==> config.mk <==
export PLATFORM = sky130hd
export DESIGN_NAME = wb_arbiter_flat
export DESIGN_NICKNAME = d
export VERILOG_FILES = /design/src/rtl/wb_arbiter_if.sv /design/src/rtl/wb_arbiter.sv /design/src/flat_wrapper.sv
export SDC_FILE = /design/constraint.sdc
export NUM_CORES = 1
export LEC_CHECK = 0
export ABC_CLOCK_PERIOD_IN_PS = 8700
export CAP_MARGIN = 0
export CORE_ASPECT_RATIO = 0.8
export CORE_MARGIN = 2
export CORE_UTILIZATION = 54
export CTS_CLUSTER_DIAMETER = 60
export DETAILED_ROUTE_END_ITERATION = 10
export PLACE_DENSITY = 0.85
export SYNTH_ARGS = -nofsm -noshare
export SYNTH_HDL_FRONTEND = slang
export SYNTH_SLANG_ARGS = --single-unit
==> constraint.sdc <==
create_clock -name clk -period 8.7 [get_ports clk]
set_input_delay 0.87 -clock clk [delete_from_list [all_inputs] [get_ports clk]]
set_output_delay 0.87 -clock clk [all_outputs]
set_load 0.01 [all_outputs]
==> src/rtl/wb_arbiter_if.sv <==
// Writeback arbiter bus: pipeline writeback request, long-latency result
// handshake, and the registered register-file write port.
interface wb_arbiter_if;
  logic        pipe_valid;
  logic [4:0]  pipe_rd;
  logic [31:0] pipe_data;
  logic        lat_valid;
  logic [4:0]  lat_rd;
  logic [31:0] lat_data;
  logic        lat_ready;
  logic        stall_pipe;
  logic        rf_we;
  logic [4:0]  rf_waddr;
  logic [31:0] rf_wdata;
  logic        rf_src;

  // arbiter side
  modport slave (
    input  pipe_valid, pipe_rd, pipe_data, lat_valid, lat_rd, lat_data,
    output lat_ready, stall_pipe, rf_we, rf_waddr, rf_wdata, rf_src
  );

  // requester / register-file side
  modport master (
    output pipe_valid, pipe_rd, pipe_data, lat_valid, lat_rd, lat_data,
    input  lat_ready, stall_pipe, rf_we, rf_waddr, rf_wdata, rf_src
  );
endinterface

==> src/rtl/wb_arbiter.sv <==
// wb_arbiter: shares the single scalar register-file write port between
// MEM/WB writeback and a 2-entry in-order FIFO of long-latency results.
// The pipeline normally wins; a buffered result is forced through when the
// FIFO is full or after it has lost STARVE_LIMIT cycles in a row.
// Optional feature: define WB_ARB_BYPASS_EN to let an accepted result skip
// the empty FIFO and write on the next edge when the pipeline is idle.
module wb_arbiter #(
  parameter int STARVE_LIMIT = 4  // legal 1..15
) (
  input logic         clk,
  input logic         reset,
  wb_arbiter_if.slave bus
);
  typedef struct packed {
    logic [4:0]  rd;
    logic [31:0] data;
  } ent_t;

  localparam logic [3:0] LIMIT = 4'(STARVE_LIMIT);

  ent_t [1:0]  fifo_q, fifo_d;
  logic        wr_ptr_q, wr_ptr_d;
  logic        rd_ptr_q, rd_ptr_d;
  logic [1:0]  count_q, count_d;
  logic [3:0]  starve_q, starve_d;
  logic        rf_we_q, rf_we_d;
  logic [4:0]  rf_waddr_q, rf_waddr_d;
  logic [31:0] rf_wdata_q, rf_wdata_d;
  logic        rf_src_q, rf_src_d;

  logic pipe_eff, lat_ready, grant_fifo, accept, bypass, push, pop, pipe_win;
  ent_t head;

  assign head = fifo_q[rd_ptr_q];

  // Arbitration, FIFO bookkeeping and next write-port contents.
  always_comb begin
    // rd==0 writes are no-ops everywhere: never write, stall or buffer them
    pipe_eff   = bus.pipe_valid && (bus.pipe_rd != 5'd0);
    lat_ready  = (count_q < 2'd2);
    grant_fifo = (count_q == 2'd2) || (starve_q == LIMIT);
    accept     = bus.lat_valid && lat_ready && (bus.lat_rd != 5'd0);
`ifdef WB_ARB_BYPASS_EN
    bypass     = accept && (count_q == 2'd0) && !pipe_eff;
`else
    bypass     = 1'b0;
`endif
    push       = accept && !bypass;
    pop        = 1'b0;
    pipe_win   = 1'b0;
    rf_we_d    = 1'b0;
    rf_waddr_d = 5'd0;
    rf_wdata_d = 32'd0;
    rf_src_d   = 1'b0;

    // starve_q only reaches LIMIT while the FIFO holds something, so a
    // grant always has a head entry to pop
    if (grant_fifo) begin
      pop        = 1'b1;
      rf_we_d    = 1'b1;
      rf_waddr_d = head.rd;
      rf_wdata_d = head.data;
      rf_src_d   = 1'b1;
    end else if (pipe_eff) begin
      pipe_win   = 1'b1;
      rf_we_d    = 1'b1;
      rf_waddr_d = bus.pipe_rd;
      rf_wdata_d = bus.pipe_data;
    end else if (count_q != 2'd0) begin
      pop        = 1'b1;
      rf_we_d    = 1'b1;
      rf_waddr_d = head.rd;
      rf_wdata_d = head.data;
      rf_src_d   = 1'b1;
    end else if (bypass) begin
      rf_we_d    = 1'b1;
      rf_waddr_d = bus.lat_rd;
      rf_wdata_d = bus.lat_data;
      rf_src_d   = 1'b1;
    end

    fifo_d   = fifo_q;
    wr_ptr_d = wr_ptr_q;
    rd_ptr_d = rd_ptr_q;
    count_d  = count_q;
    if (push) begin
      fifo_d[wr_ptr_q] = '{rd: bus.lat_rd, data: bus.lat_data};
      wr_ptr_d         = ~wr_ptr_q;
    end
    if (pop) rd_ptr_d = ~rd_ptr_q;
    // push+pop together leaves the occupancy unchanged
    if (push && !pop)      count_d = count_q + 2'd1;
    else if (pop && !push) count_d = count_q - 2'd1;

    starve_d = starve_q;
    if (pop || (count_q == 2'd0))          starve_d = 4'd0;
    else if (pipe_win && starve_q != LIMIT) starve_d = starve_q + 4'd1;
  end

  // State registers; reset drops any buffered results.
  always_ff @(posedge clk or posedge reset) begin
    if (reset) begin
      fifo_q     <= '0;
      wr_ptr_q   <= 1'b0;
      rd_ptr_q   <= 1'b0;
      count_q    <= 2'd0;
      starve_q   <= 4'd0;
      rf_we_q    <= 1'b0;
      rf_waddr_q <= 5'd0;
      rf_wdata_q <= 32'd0;
      rf_src_q   <= 1'b0;
    end else begin
      fifo_q     <= fifo_d;
      wr_ptr_q   <= wr_ptr_d;
      rd_ptr_q   <= rd_ptr_d;
      count_q    <= count_d;
      starve_q   <= starve_d;
      rf_we_q    <= rf_we_d;
      rf_waddr_q <= rf_waddr_d;
      rf_wdata_q <= rf_wdata_d;
      rf_src_q   <= rf_src_d;
    end
  end

  assign bus.lat_ready  = lat_ready;
  assign bus.stall_pipe = pipe_eff && grant_fifo;
  assign bus.rf_we      = rf_we_q;
  assign bus.rf_waddr   = rf_waddr_q;
  assign bus.rf_wdata   = rf_wdata_q;
  assign bus.rf_src     = rf_src_q;
endmodule

==> src/flat_wrapper.sv <==
// flat-port wrapper written by rule: the top's interface ports become plain ports
module wb_arbiter_flat 
#(
  parameter int STARVE_LIMIT = 4                
)
  (clk, reset, bus_pipe_valid, bus_pipe_rd, bus_pipe_data, bus_lat_valid, bus_lat_rd, bus_lat_data, bus_lat_ready, bus_stall_pipe, bus_rf_we, bus_rf_waddr, bus_rf_wdata, bus_rf_src);
  wb_arbiter_if bus_i ();
  input logic clk;
  input logic reset;
  input wire logic [$bits(bus_i.pipe_valid)-1:0] bus_pipe_valid;
  input wire logic [$bits(bus_i.pipe_rd)-1:0] bus_pipe_rd;
  input wire logic [$bits(bus_i.pipe_data)-1:0] bus_pipe_data;
  input wire logic [$bits(bus_i.lat_valid)-1:0] bus_lat_valid;
  input wire logic [$bits(bus_i.lat_rd)-1:0] bus_lat_rd;
  input wire logic [$bits(bus_i.lat_data)-1:0] bus_lat_data;
  output wire logic [$bits(bus_i.lat_ready)-1:0] bus_lat_ready;
  output wire logic [$bits(bus_i.stall_pipe)-1:0] bus_stall_pipe;
  output wire logic [$bits(bus_i.rf_we)-1:0] bus_rf_we;
  output wire logic [$bits(bus_i.rf_waddr)-1:0] bus_rf_waddr;
  output wire logic [$bits(bus_i.rf_wdata)-1:0] bus_rf_wdata;
  output wire logic [$bits(bus_i.rf_src)-1:0] bus_rf_src;
  assign bus_i.pipe_valid = bus_pipe_valid;
  assign bus_i.pipe_rd = bus_pipe_rd;
  assign bus_i.pipe_data = bus_pipe_data;
  assign bus_i.lat_valid = bus_lat_valid;
  assign bus_i.lat_rd = bus_lat_rd;
  assign bus_i.lat_data = bus_lat_data;
  assign bus_lat_ready = bus_i.lat_ready;
  assign bus_stall_pipe = bus_i.stall_pipe;
  assign bus_rf_we = bus_i.rf_we;
  assign bus_rf_waddr = bus_i.rf_waddr;
  assign bus_rf_wdata = bus_i.rf_wdata;
  assign bus_rf_src = bus_i.rf_src;
  wb_arbiter #(.STARVE_LIMIT(STARVE_LIMIT)) u_core (.clk(clk), .reset(reset), .bus(bus_i));
endmodule
==> run metrics, run 1 <==
slowest CP cell=or4_1; max-cap check violation count=0; Worst Skew=0.0101 ns; PwrDens=just under 400 nW/um^2; time the worst path needs with I/O delays and setup=between 3 and 4 ns; Distinct cells, synth=30; Die ar.=10600 um^2; Worst VDD drop=around 0.20 mV; GRT Total Usage=between 20% and 30%; worst reg2reg startpoint=u_core.count_q[1]; H-tree depth=4; share of cells above drive strength 1=around 28%; final worst path period share=approximately 43%; Worst Min Path Start=u_core.wr_ptr_q; TritonCTS clock tree=built; clock tree buffer depth=2; RSZ-0062 raised after global routing=no; cts repair resizes=0; WL/cell=around 18 um; Max stage delay on crit path=approximately 0.6 ns; fin. max-slew vios=0; Initial DRT Pass Iterations=4; CTS hold repair buffers=0; type of the worst setup path=in2out; leakage=3.22 nW; status=completed; Netlist Area Pre-Place=~5300 um^2; Via Count=3300; routability cong.=between 0.7 and 0.8; P&R area growth vs syn=34.6%; Crit. End Element=output pin; # IOs=between 100 and 150; CP Buf/Inv Count=2; slew margin rel.=approximately a fifth; Hold WC Path Type=reg2reg; synth warn=0; Slew @ Worst Pin=about 1.2 ns; Root Buffer=clkbuf_16; Peak Freq=about 270 MHz; crit path DAT=around 2.9 ns; global route overflow=0; first-pass GRT wire length=17.7 mm; worst r2r dst=u_core.fifo_q[15]; drt total wl=approximately 11 mm; worst-path cell chain=clkdlybuf4s50_1, or4_1, o21ai_4, and2b_2, clkdlybuf4s50_1; initial antenna violation count=0; CTS Sinks=around 120; Seq cells post-synth=121; Die Ht=92.4 um; port bufs=roughly 120; number of cells on the critical path=5; Post-Syn Nets=444; cell family with most CP delay=buffers and inverters; largest net degree at the start of global routing=71; detailed placement HPWL=around 6.9 mm; Crit Path Max Fanout=8; mean area per synthesized cell=14.5 um^2; most frequent cells in the layout=dfrtp_1 (120), clkdlybuf4s50_1 (118), mux2_2 (71); Fin. Hold Viols=0; CTS Buf Count=17; Initial Util=a little under three fifths; Worst-Skew Late Latency=~0.40 ns; Post-route DRC=0; # nets final=between 500 and 600; Final ANT Viol Nets=0; row cnt=32; total power=~2.8 mW; Worst setup endpoint=bus_stall_pipe; Clk pin slew, worst setup/hold paths=around 0.050 ns; final setup fails=0; CP startpoint kind=primary input; core box area=9570 um^2; sequential fraction of the synthesis area=a little under three fifths; Fin Setup TNS=0 ns; R2R Setup Slk=6.12 ns; Reg2Reg Depth=3; number of global-route vias before repair=3533; Crit path required time=7.83 ns; most used cell, CP=clkdlybuf4s50_1; initial DRC count=89; hold_ws=0.501 ns; Synth Instances=between 300 and 400; Die Wd=roughly 110 um; n_diodes=0; Worst setup startpoint=bus_pipe_rd[0]; drt via density=approximately 5.4; most common cell after layout, fill and taps aside=dfrtp_1; Post-CTS Setup Bufs=0
kinds of logic after synthesis:
logic type	synth area share (%)
AND/OR/NAND/NOR	5.05
multiplexers	30.7
adder cells (fa/ha/maj)	0.711
buffers and inverters	2.77
AO/OA/AOI/OAI	2.21
XOR/XNOR	1.16
flip-flops	57.4
worst min-delay path by stage:
stage | to | slack [ns] | cells past startpoint
2_1_floorplan | u_core.wr_ptr_q | 0.46 | 1
3_3_place_gp | u_core.wr_ptr_q | 0.47 | 1
5_1_grt | u_core.fifo_q[51] | 0.51 | 1
4_1_cts | u_core.wr_ptr_q | 0.49 | 1
3_5_place_dp | u_core.wr_ptr_q | 0.48 | 1
6_report | u_core.wr_ptr_q | 0.50 | 1
layout make-up:
type                            count  area, um^2
Clock buffer                       24         482
Clock inverter                      8         118
Fill cell                         660        2470
Inverter                            5        21.3
Multi-Input combinational cell    219        2110
Sequential cell                   121        3030
Tap cell                          119         149
Timing Repair Buffer              120        1200
flip-flops by register name (all words and copies together), names as in the netlist:
register / count
u_core.bus.rf_wdata: 32
u_core.rd_ptr_q: 1
u_core.wr_ptr_q: 1
u_core.starve_q: 4
u_core.count_q: 2
u_core.fifo_q: 74
u_core.bus.rf_we: 1
u_core.bus.rf_src: 1
u_core.bus.rf_waddr: 5
report_power, final:
group	internal [mW]	switching [mW]	leakage (nW)
Sequential	0.842	0.172	1.46
Clock	0.471	0.235	0.294
Combinational	0.637	0.396	1.47
synth_stat cells:
library cell / count / area share [%]
a22o_1: 10 / 1.7
and2_1: 1 / 0.12
and2b_2: 1 / 0.17
and3_1: 2 / 0.24
buf_1: 2 / 0.14
buf_12: 3 / 1.1
buf_2: 9 / 0.85
clkbuf_1: 4 / 0.28
dfrtp_1: 121 / 57
ha_1: 3 / 0.71
inv_1: 5 / 0.36
mux2_2: 71 / 15
mux2_4: 30 / 8.5
mux2i_1: 37 / 7.0
nand2_1: 3 / 0.21
nand2_2: 1 / 0.12
nand3_1: 1 / 0.095
nand3b_1: 1 / 0.14
nor2_1: 40 / 2.8
nor2_4: 1 / 0.21
nor3_1: 1 / 0.095
nor3b_1: 1 / 0.14
nor4_1: 3 / 0.36
nor4b_1: 1 / 0.17
o21ai_1: 1 / 0.095
o21ai_4: 1 / 0.31
o21bai_1: 1 / 0.14
or4_1: 1 / 0.14
xnor2_1: 4 / 0.66
xor2_1: 3 / 0.50
per-stage QoR:
step	util, %	cells	area (um^2)	worst slack (ns)
2_1_floorplan	-	363	5280	4.62
3_3_place_gp	67.9	584	6500	4.96
3_5_place_dp	67.9	584	6500	4.96
4_1_cts	74.2	616	7100	4.95
5_1_grt	74.2	616	7100	4.87
6_report	74.2	616	7100	4.96
worst register-to-register path, delay by kind of cell, from the launching register on:
family,cells,cell delay (ns)
muxes,1,0.53
DFF,1,0.40
and+or+nand+nor,2,1.51
layer usage:
layer	track usage, %	vias up	part of all wire, %
met4	8.03	0	1.5
li1	-	1521	-
met5	0	-	0
met2	36.4	86	52
met3	6.35	14	4.8
met1	27.3	1679	42
No activity file was read; power rests on OpenSTA's default activity.
==> run 2, diff against run 1 <==
Settings changed: ABC_CLOCK_PERIOD_IN_PS 8700 to 3750, CORE_UTILIZATION 54 to 50, PLACE_DENSITY 0.85 to 0.79.
Clock period 8.7 ns to 3.75 ns, I/O delays scaled along.
==> run 2 against run 1 <==
Sequential power grew 130%. Die area is 7.7% higher. Setup slack worse by 4.0 ns. Highest routed layer unchanged. Routed wire length is 1.1% lower. Critical path type unchanged. Via count is 0.42% lower. Total power increased by 130%. Register-to-register slack worse by 4.9 ns. Largest power group unchanged.
==> run metrics, run 2 (same netlist as run 1, synthesis figures left out) <==
status=completed (unchanged); Largest register FFs=74 (unchanged); Die ar.=11400 um^2 (was 10600 um^2); Initial DRT Pass Iterations=5 (was 4); Fin. Hold Viols=0 (unchanged); final setup fails=0 (unchanged); final worst path period share=roughly three quarters; Post-CTS Setup Bufs=0 (unchanged); Final ANT Viol Nets=0 (unchanged); H-tree depth=4 (unchanged); CP startpoint kind=primary input (unchanged); Fill cells=739 (was 660); detailed placement HPWL=7.05 mm (was 6.86 mm); drt via density=5.14 (was 5.36); time the worst path needs with I/O delays and setup=2.77 ns; TritonCTS clock tree=built (unchanged); GRT Total Usage=20.4% (was 21.9%); total power=6.39 mW (was 2.75 mW); Crit. End Element=output pin (unchanged); Peak Freq=361 MHz; worst slack at placement=0.976 ns (was 4.96 ns); type of the worst setup path=in2out (unchanged); Fin Setup TNS=0 ns (unchanged); cts repair resizes=0 (unchanged); Clk pin slew, worst setup/hold paths=0.05 ns (about the same); core box area=10300 um^2 (was 9570 um^2); WL/cell=16.8 um (was 17.7 um); Post-route DRC=0 (unchanged); routability cong.=0.723 (was 0.762); PwrDens=892 nW/um^2 (was 388 nW/um^2); RSZ-0062 raised after global routing=no (unchanged); number of global-route vias before repair=3564 (was 3533); Slew @ Worst Pin=1.02 ns (was 1.20 ns); max-cap check violation count=0 (unchanged); largest net degree at the start of global routing=69 (was 71); P&R area growth vs syn=35.9% (was 34.6%); Crit path required time=3.38 ns (was 7.83 ns); Reg with most FFs=u_core.fifo_q (unchanged); leakage=3.24 nW (was 3.22 nW); initial antenna violation count=0 (unchanged); row cnt=33 (was 32); initial DRC count=137 (was 89); Worst-Skew Late Latency=0.40 ns (about the same); port bufs=118 (unchanged); Die Ht=95.9 um (was 92.4 um); slew margin rel.=31.4% (was 19.7%); CTS Sinks=121 (unchanged); drt total wl=10.8 mm (was 10.9 mm); Initial Util=51.3% (was 55.1%); CTS Buf Count=17 (unchanged); most common cell after layout, fill and taps aside=dfrtp_1 (unchanged); Via Count=3286 (was 3300); clock tree buffer depth=2 (unchanged); most frequent cells in the layout=dfrtp_1 (120), clkdlybuf4s50_1 (118), mux2_2 (71) (unchanged); # nets final=568 (was 565); Crit Path Max Fanout=8 (unchanged); Die Wd=119 um (was 115 um); Root Buffer=clkbuf_16 (unchanged); fin. max-slew vios=0 (unchanged); global route overflow=0 (unchanged); Hold WC Path Type=in2async (was reg2reg); share of cells above drive strength 1=28.7% (was 28.0%); n_diodes=0 (unchanged); Worst Skew=0.00746 ns (was 0.0101 ns); # IOs=119 (unchanged); first-pass GRT wire length=17.6 mm (was 17.7 mm); Worst VDD drop=0.518 mV (was 0.197 mV); Final Core Density=69.7% (was 74.2%); CTS hold repair buffers=0 (unchanged); crit path DAT=2.40 ns (was 2.87 ns); worst setup margin=0.979 ns (was 4.96 ns)
[run 2: changes by cell type in the layout (fill, tap and decap cells not counted)]
| cell | previous run | this run |
|---|---|---|
| buf_12 | 0 | 1 |
| clkbuf_1 | 4 | 2 |
| clkbuf_8 | 3 | 4 |
| buf_4 | 2 | 4 |
[run 2: final timing paths]
check | from | end | slack [ns] | depth (start not counted)
setup reg to reg | u_core.starve_q[0] | u_core.bus.rf_wdata[21] | 1.24 | 7
hold / removal | reset | u_core.fifo_q[18] | 0.42 | 2
hold reg to reg | u_core.fifo_q[33] | u_core.fifo_q[33] | 0.50 | 1
setup / recovery | bus_pipe_rd[0] | bus_stall_pipe | 0.98 | 5
min in group clk | u_core.fifo_q[33] | u_core.fifo_q[33] | 0.50 | 1
max in group asynchronous | reset | u_core.fifo_q[70] | 2.52 | 3
[run 2: worst max-delay path: stages]
cell	delay, ns
clkdlybuf4s50_1	0.42
or4_1	0.58
o21ai_4	0.29
and2b_2	0.25
clkdlybuf4s50_1	0.47
[run 2: power breakdown]
part	internal (mW)	leakage (nW)	switching (mW)
clock network	1.11	0.299	0.540
logic	1.48	1.48	0.974
registers	1.96	1.46	0.339
[run 2: cell type report]
cell class	count	area [um^2]	area share (%)
multi-input combinational	219	2110	29.4
sequential	121	3030	42.3
clock inverter	8	118	1.64
tap	140	175	2.44
clock buffer	23	488	6.81
inverter	5	21.3	0.297
timing repair buffer	123	1230	17.2
[run 2: metal layers]
| layer | track usage [%] | part of all wire [%] | wire (um) | vias to the layer above |
|---|---|---|---|---|
| met1 | 25.1 | 44 | 4760 | 1670 |
| met4 | 8.23 | 1.5 | 166 | 0 |
| li1 | - | - | - | 1518 |
| met3 | 5.75 | 4.8 | 516 | 16 |
| met5 | 0 | 0 | 0 | - |
| met2 | 34.6 | 49 | 5330 | 82 |
[run 2: stage by stage]
step | std cells | instance area, um^2 | hold slack (ns)
after floorplan | 363 | 5280 | 0.457
after global placement | 608 | 6560 | 0.477
after detailed placement | 608 | 6560 | 0.486
after CTS | 639 | 7170 | 0.447
after global routing | 639 | 7170 | 0.489
final | 639 | 7170 | 0.418
